[config.mk]
export PLATFORM = sky130hd
export DESIGN_NAME = wam_game_core
export DESIGN_NICKNAME = d
export VERILOG_FILES = /design/src/rtl/wam_game_core.sv
export SDC_FILE = /design/constraint.sdc
export NUM_CORES = 1
export LEC_CHECK = 0
export CORE_ASPECT_RATIO = 1.1
export CORE_MARGIN = 2
export CORE_UTILIZATION = 51
export DETAILED_ROUTE_END_ITERATION = 6
export HOLD_SLACK_MARGIN = 0.15
export PLACE_DENSITY = 0.76
export SLEW_MARGIN = 20
export SYNTH_ARGS = -nofsm -noshare
export SYNTH_HDL_FRONTEND = slang
export SYNTH_SLANG_ARGS = --single-unit
[constraint.sdc]
create_clock -name clk -period 2.4 [get_ports clk]
set_clock_uncertainty 0.1 [all_clocks]
set_input_delay 0.36 -clock clk [delete_from_list [all_inputs] [get_ports clk]]
set_output_delay 0.36 -clock clk [all_outputs]
set_load 0.01 [all_outputs]
[src/rtl/wam_game_core.sv]
// wam_game_core: whack-a-mole round controller (random mole, tick timing, score, round timer).
// Define WAM_PENALTY_EN to make wrong-hole whacks during a raised mole cost one point.
module wam_game_core #(
  parameter int N_HOLES = 4,
  parameter int SCORE_W = 8,
  parameter int TICK_DIV = 50000,
  parameter int MOLE_TICKS = 8,
  parameter int GAP_TICKS = 2,
  parameter int ROUND_TICKS = 600,
  localparam int TL_W = $clog2(ROUND_TICKS + 1)
) (
  input  logic               clk,
  input  logic               clr_n,
  input  logic               start,
  input  logic [N_HOLES-1:0] sw,
  output logic [N_HOLES-1:0] mole,
  output logic [SCORE_W-1:0] score,
  output logic [TL_W-1:0]    time_left,
  output logic               playing,
  output logic               game_over
);
  localparam int PW = $clog2(TICK_DIV);
  localparam int CW = $clog2((MOLE_TICKS > GAP_TICKS ? MOLE_TICKS : GAP_TICKS) + 1);

  typedef enum logic [2:0] {IDLE, SPAWN, UP, GAP, OVER} state_t;

  state_t             state_q, state_d;
  logic [N_HOLES-1:0] s1_q, s2_q, s3_q, mole_q, mole_d, whack;
  logic [PW-1:0]      pre_q, pre_d;
  logic [CW-1:0]      tcnt_q, tcnt_d;
  logic [15:0]        lfsr_q, lfsr_d;
  logic [SCORE_W-1:0] score_q, score_d;
  logic [TL_W-1:0]    tl_q, tl_d;
  logic               playing_q, over_q;
  logic               act, tick, hit, pen, valid, time_up, launch, mole_end, gap_end;
  logic [2:0]         idx;

  assign whack    = s2_q & ~s3_q;
  assign act      = state_q == SPAWN || state_q == UP || state_q == GAP;
  assign tick     = act && pre_q == PW'(TICK_DIV - 1);
  assign hit      = state_q == UP && |(whack & mole_q);
  assign idx      = lfsr_q[2:0];
  assign valid    = int'(idx) < N_HOLES;
  assign time_up  = tick && tl_q == TL_W'(1);
  assign launch   = start && (state_q == IDLE || state_q == OVER);
  assign mole_end = state_q == UP && tick && tcnt_q == CW'(MOLE_TICKS - 1);
  assign gap_end  = state_q == GAP && tick && tcnt_q == CW'(GAP_TICKS - 1);
`ifdef WAM_PENALTY_EN
  assign pen = state_q == UP && !hit && |(whack & ~mole_q);
`else
  assign pen = 1'b0;
`endif

  always_ff @(posedge clk or negedge clr_n) begin
    if (!clr_n) begin
      state_q   <= IDLE;
      s1_q      <= '0;
      s2_q      <= '0;
      s3_q      <= '0;
      pre_q     <= '0;
      tcnt_q    <= '0;
      lfsr_q    <= 16'hACE1;
      mole_q    <= '0;
      score_q   <= '0;
      tl_q      <= '0;
      playing_q <= 1'b0;
      over_q    <= 1'b0;
    end else begin
      state_q   <= state_d;
      s1_q      <= sw;
      s2_q      <= s1_q;
      s3_q      <= s2_q;
      pre_q     <= pre_d;
      tcnt_q    <= tcnt_d;
      lfsr_q    <= lfsr_d;
      mole_q    <= mole_d;
      score_q   <= score_d;
      tl_q      <= tl_d;
      playing_q <= state_d == SPAWN || state_d == UP || state_d == GAP;
      over_q    <= state_d == OVER;
    end
  end

  always_comb begin
    state_d = state_q;
    case (state_q)
      IDLE, OVER: state_d = start ? SPAWN : state_q;
      SPAWN:      state_d = valid ? UP : SPAWN;
      UP:         state_d = (hit || mole_end) ? GAP : UP;
      GAP:        state_d = gap_end ? SPAWN : GAP;
      default:    state_d = IDLE;
    endcase
    // The round timer outranks everything; a same-cycle hit is still scored below.
    if (time_up) state_d = OVER;
  end

  always_comb begin
    lfsr_d  = {1'b0, lfsr_q[15:1]} ^ (lfsr_q[0] ? 16'hB400 : 16'h0000);
    pre_d   = launch ? '0 : act ? (tick ? '0 : pre_q + PW'(1)) : pre_q;
    tcnt_d  = state_d != state_q ? '0 : tick ? tcnt_q + CW'(1) : tcnt_q;
    mole_d  = state_d != UP ? '0 : state_q == SPAWN ? N_HOLES'(1) << idx : mole_q;
    score_d = launch ? '0 :
              hit ? (&score_q ? score_q : score_q + SCORE_W'(1)) :
              pen ? (score_q == '0 ? score_q : score_q - SCORE_W'(1)) : score_q;
    tl_d    = launch ? TL_W'(ROUND_TICKS) : tick ? tl_q - TL_W'(1) : tl_q;
  end

  assign mole      = mole_q;
  assign score     = score_q;
  assign time_left = tl_q;
  assign playing   = playing_q;
  assign game_over = over_q;
endmodule

==> results.yml, run 1 <==
pwr:
  max-vdd-ir-drop_uv: 335
  swShare_pct: 21.8
  intPower_w: 0.00177
  p_clk_share_pct: 41.4
  leakagePower_nw: 1.66
  p_comb_share_pct: 2.0
  p_per_area_mw_per_mm2: 581
  seq_power_share_pct: 56.6
  p_sw_w: 0.000493
timing:
  fmax_mhz: 447
  maxSlewHeadroom_pct: 41.5
  maxSlewViolCount: 0
  rsz0062_at_grt: "false"
  timing.final.crit_share_pct: 93.1
  finalSetupTns_ns: 0
  finalHoldViolCount: 0
  setup_violations: 0
  fin_ws_ns: 0.165
  worst_pin_slew_ns: 0.878
  fin_crit_ns: 2.24
worst_setup_path:
  worstSetupPathType: "reg -> reg"
  r2r_slack_ns: 0.16
  slowest_stage: "dfrtp_1"
  critPathArrivalTime_ns: 2.35
  cp.buffers_inverters: 0
  worstSetupStartpointType: "register"
  path_cells: "o21bai_4 > or4_4 > or2_4 > o21ai_2 > a211o_4 > o31ai_1"
  cp_max_fo: 10
  crit_required_ns: 2.51
  critPathMaxStageDelay_ns: 0.57
  end_kind: "register"
  path_delay_family: "simple AND/OR/NAND/NOR gates"
die:
  die_x_um: 80.6
  io_pins: 31
  core_mm2: 0.00619
  num_rows: 30
  dieHeight_um: 88.3
  die-area_mm2: 0.00711
  start_util_pct: 53.2
placed_design:
  gp_congestion: 0.828
  place_area_mm2: 0.00369
  place_ws_ns: 0.0325
  dp_hpwl_um: 4090
  portBuffers: 30
  place_inst: 407
logic_synthesis:
  synthCells: 298
  syn_area_per_cell_um2: 11.0
  syn-cell-area_mm2: 0.00329
  synth_ff_type: "dfrtp_1"
  synthArstFlopShare_pct: 100
  synth_edf_count: 0
  seq_area_frac_synth_pct: 57.3
  yosys_warnings: 0
  synth-seq-cells: 75
  synth_nets: 311
  ys_types: 51
detailed_routing:
  via_count: 2268
  routedWlPerCell_um: 13.8
  drt-total-wl_um: 5860
  drc_errors: 0
  ant_nets: 0
  firstDrtPassIters: 4
  drt-initial-drc-count: 166
  vias_per_cell: 5.35
final_layout:
  syn2layout_area_growth_pct: 18.4
  multi_input_area_mm2: 0.00132
  instances_no_fill: 424
  nFillCells: 520
  regArea_mm2: 0.00189
  fin_area_mm2: 0.00390
  finish.net_count: 352
  num_antenna_cells: 0
  drive_above_1_share_pct: 14.5
global_route:
  grt_pass1_vias: 2134
  antenna_found_initial: 0
  grt_use_total_pct: 18.7
  overflow: 0
  grt_max_degree: 76
  grt_first_pass_wirelength_um: 10000
clock_network:
  htreeDepth: 3
  clk_pin_slew_ns: 0.08
  cts_tree: "built"
  cts_buffer_depth: 2
  worstSkewPairLatency_ns: 0.35
  post_cts_buffers: 0
  numCtsBuffers: 9
  cts_root_buf: "clkbuf_8"
  cts_sinks: 75
run_status:
  status: "completed"
flow_run:
  drv_cap: 0
hold_path:
  holdCritPathClass: "reg -> reg"
[Yosys cell counts (5+ instances only)]
library cell / instances / area (um2)
dfrtp_1: 67 / 1680
nor2_1: 48 / 180
nand2_1: 27 / 101
xor2_1: 18 / 158
xnor2_1: 15 / 131
nand3_1: 12 / 60.1
nand4_1: 10 / 62.6
dfstp_2: 8 / 210
nor3_1: 8 / 40.0
inv_1: 7 / 26.3
ha_1: 6 / 75.1
nor4_1: 5 / 31.3
[per-stage QoR]
step	total power (W)	utilization [%]	hold slack (ns)
after floorplan	0.00132	-	-0.0356
after global placement	0.00135	59.5	0.231
after detailed placement	0.00135	59.5	0.235
after CTS	0.00229	62.8	0.253
after global routing	0.00235	62.9	0.262
final	0.00226	62.9	0.251
[placed cells by master, fill, tap and decap left out, drive strengths merged, types with 6 or more instances in the layout]
| cell | n |
|---|---|
| dfrtp | 67 |
| nor2 | 50 |
| clkdlybuf4s50 | 29 |
| nand2 | 28 |
| xor2 | 18 |
| xnor2 | 15 |
| nand3 | 12 |
| nand4 | 10 |
| clkbuf | 10 |
| buf | 9 |
| inv | 9 |
| dfstp | 8 |
| nor3 | 8 |
| nor4 | 7 |
| ha | 6 |
| o21ai | 6 |
[final timing paths]
| check | from | endpoint | cells after the start |
|---|---|---|---|
| worst max-delay path | state_q[1] | playing | 6 |
| worst min-delay path | s1_q[3] | s2_q[3] | 0 |
| worst max register to register | state_q[1] | playing | 6 |
| worst min register to register | s1_q[3] | s2_q[3] | 0 |
| max in group asynchronous | clr_n | score[7] | 2 |
| min in group asynchronous | clr_n | pre_q[5] | 2 |
[worst register-to-register path, stage by stage, from the launching register on]
cell      delay [ns]
dfrtp_1         0.57
o21bai_4        0.13
or4_4           0.56
or2_4           0.32
o21ai_2         0.18
a211o_4         0.18
o31ai_1         0.07
[cell type report]
| cell class | instances | area share [%] |
|---|---|---|
| sequential | 75 | 48.4 |
| multi-input combinational | 206 | 33.8 |
| timing repair buffer | 39 | 9.44 |
| clock buffer | 10 | 3.28 |
| tap | 80 | 2.57 |
| clock inverter | 6 | 1.67 |
| inverter | 8 | 0.771 |
[power groups by stage]
stage          combinational (W)  sequential [W]  clock, W
2_1_floorplan          0.0000147         0.00130         0
3_3_place_gp           0.0000463         0.00131         0
3_5_place_dp           0.0000474         0.00131         0
4_1_cts                0.0000486         0.00128  0.000956
5_1_grt                0.0000538         0.00128   0.00101
6_report               0.0000461         0.00128  0.000937
[registers in the layout, summed over array words and instances (netlist names)]
register and flops:
s2_q 4, state_q 3, pre_q 16, score 8, tcnt_q 4, s1_q 4
time_left 10, s3_q 4, playing 1, game_over 1, mole 4, lfsr_q 16
[kinds of logic after synthesis]
group / count (synthesis) / synth area share, %
adder cells (fa/ha/maj): 6 / 2.28
multiplexers: 2 / 0.608
AND/OR/NAND/NOR: 141 / 22.2
buffers and inverters: 17 / 2.85
flip-flops: 75 / 57.3
AO/OA/AOI/OAI: 24 / 5.97
XOR/XNOR: 33 / 8.78
[timing repair]
item | CTS | global route
gates resized for setup | 0 | 2
hold buffers | 1 | 0
setup endpoints to repair | 0 | 11
endpoints found under the hold margin | 67 | 0
[metal layers]
layer	global-route usage, %	vias to the layer above	share of wire, %
met5	0	-	0
met4	6.93	0	1.3
met3	5.41	7	4.4
met2	28.3	41	47
met1	26.1	1119	47
li1	-	1101	-
Power figures use the tool's default switching activity.
==> run 2, diff against run 1 <==
--- a/config.mk
+++ b/config.mk
@@ -5,12 +5,15 @@
 export SDC_FILE = /design/constraint.sdc
 export NUM_CORES = 1
 export LEC_CHECK = 0
+export CELL_PAD_IN_SITES_DETAIL_PLACEMENT = 1
+export CELL_PAD_IN_SITES_GLOBAL_PLACEMENT = 1
 export CORE_ASPECT_RATIO = 1.1
 export CORE_MARGIN = 2
-export CORE_UTILIZATION = 51
+export CORE_UTILIZATION = 43
+export CTS_BUF_LIST = sky130_fd_sc_hd__clkbuf_2
 export DETAILED_ROUTE_END_ITERATION = 6
 export HOLD_SLACK_MARGIN = 0.15
-export PLACE_DENSITY = 0.76
+export PLACE_DENSITY = 0.79
 export SLEW_MARGIN = 20
 export SYNTH_ARGS = -nofsm -noshare
 export SYNTH_HDL_FRONTEND = slang
==> results.yml, run 2 (synthesized netlist as in run 1, its figures left out) <==
timing:
  worst_pin_slew_ns: 0.507
  fin_crit_ns: 2.19
  rsz0062_at_grt: "false"
  fin_ws_ns: 0.206
  maxSlewViolCount: 0
  setup_violations: 0
  timing.final.crit_share_pct: 91.4
  finalHoldViolCount: 0
  fmax_mhz: 456
  finalHoldWorstSlack_ns: 0.268
  finalSetupTns_ns: 0
  maxSlewHeadroom_pct: 65.9
pwr:
  p_per_area_mw_per_mm2: 494
  max-vdd-ir-drop_uv: 180
  leakagePower_nw: 1.70
final_layout:
  drive_above_1_share_pct: 17.5
  final_common_cell: "dfrtp_1"
  nFillCells: 827
  fin_area_mm2: 0.00395
  syn2layout_area_growth_pct: 20.0
  multi_input_area_mm2: 0.00132
  num_antenna_cells: 0
  regArea_mm2: 0.00189
  finish.net_count: 368
  mostFrequentLayoutCells: "dfrtp_1 (67), nor2_1 (48), clkdlybuf4s50_1 (29), nand2_1 (27)"
detailed_routing:
  routedWlPerCell_um: 16.8
  ant_nets: 0
  drt-total-wl_um: 7520
  drt-initial-drc-count: 67
  drc_errors: 0
  vias_per_cell: 5.41
  firstDrtPassIters: 4
  via_count: 2419
worst_setup_path:
  r2r-end: "time_left[8]"
  cp.buffers_inverters: 0
  end_kind: "register"
  path_cells: "ha_1 > nand4b_1 > or4_4 > nor2_4 > nand4b_1 > o311ai_1 > o41ai_1"
  cp_max_fo: 6
  slowest_stage: "or4_4"
  worstSetupPathType: "reg -> reg"
  critPathMaxStageDelay_ns: 0.50
  critPathArrivalTime_ns: 2.54
  r2r_slack_ns: 0.21
  worstSetupStartpointType: "register"
  path_delay_family: "simple AND/OR/NAND/NOR gates"
  cp_common_cell: "nand4b_1"
  worstRegToRegCells: 7
  rr_startpoint: "pre_q[1]"
  crit_required_ns: 2.75
global_route:
  overflow: 0
  antenna_found_initial: 0
  grt_max_degree: 34
  grt_use_total_pct: 20.1
  grt_pass1_vias: 2674
  grt_first_pass_wirelength_um: 12800
hold_path:
  holdCritPathClass: "reg -> reg"
  worstHoldPathCells: 0
  whs_endpoint: "lfsr_q[2]"
  min-delay-start: "lfsr_q[3]"
die:
  num_rows: 33
  core_mm2: 0.00743
  die-area_mm2: 0.00837
  io_pins: 31
  dieHeight_um: 95.8
  start_util_pct: 44.3
  die_x_um: 87.4
placed_design:
  place_area_mm2: 0.00378
  gp_congestion: 0.778
  portBuffers: 30
  dp_hpwl_um: 5350
  place_ws_ns: 0.0206
clock_network:
  cts_tree: "built"
  cts_root_buf: "clkbuf_2"
  clk_pin_slew_ns: 0.22
  cts_sinks: 75
  htreeDepth: 3
  cts_buffer_depth: 2
  worstSkewPairLatency_ns: 0.54
  numCtsBuffers: 9
flow_run:
  drv_cap: 0
run_status:
  status: "completed"
## run 2: metal layers
layer / up-vias / track usage [%] / wire (um)
met5: - / 0 / 0
li1: 1128 / - / -
met4: 0 / 9.49 / 173
met3: 17 / 4.29 / 167
met1: 1242 / 24.4 / 3340
met2: 32 / 34.2 / 3840
## run 2: layout make-up
| type | instances | share of cell area [%] |
|---|---|---|
| flip-flops and latches | 75 | 47.8 |
| multi-input cells | 206 | 33.5 |
| repair buffers | 55 | 12.9 |
| well taps | 87 | 2.76 |
| clock buffers | 10 | 1.27 |
| clock inverters | 6 | 1.05 |
| inverters | 8 | 0.760 |
## run 2: power breakdown
part	internal (W)	switching (W)	total (W)
Combinational	0.0000272	0.0000393	0.0000665
Clock	0.000139	0.000463	0.000602
Sequential	0.00128	0.00000532	0.00128
Total	0.00144	0.000507	0.00195
## run 2: timing repair
action	4_1_cts	5_1_grt
hold endpoints to repair	79	0
gates resized for setup	0	3
buffers inserted	0	1
hold buffers	6	0
endpoints found under the setup margin	0	28
## run 2: how the worst max path moves through the flow
| stage | depth (start not counted) | end | start | slack (ns) |
|---|---|---|---|---|
| 6_report | 7 | time_left[8] | pre_q[1] | 0.21 |
| 5_1_grt | 7 | time_left[8] | pre_q[1] | 0.02 |
| 4_1_cts | 7 | playing | pre_q[1] | 0.02 |
| 3_5_place_dp | 7 | pre_q[12] | start | 0.02 |
| 3_3_place_gp | 7 | pre_q[12] | start | 0.07 |
| 2_1_floorplan | 9 | playing | pre_q[0] | 0.15 |
## run 2: stage by stage
stage	utilization (%)	std cells	power [W]
6_report	53.1	447	0.00195
5_1_grt	53.1	447	0.00205
4_1_cts	52.9	446	0.00198
3_5_place_dp	50.9	424	0.00136
3_3_place_gp	50.9	424	0.00136
2_1_floorplan	-	298	0.00132
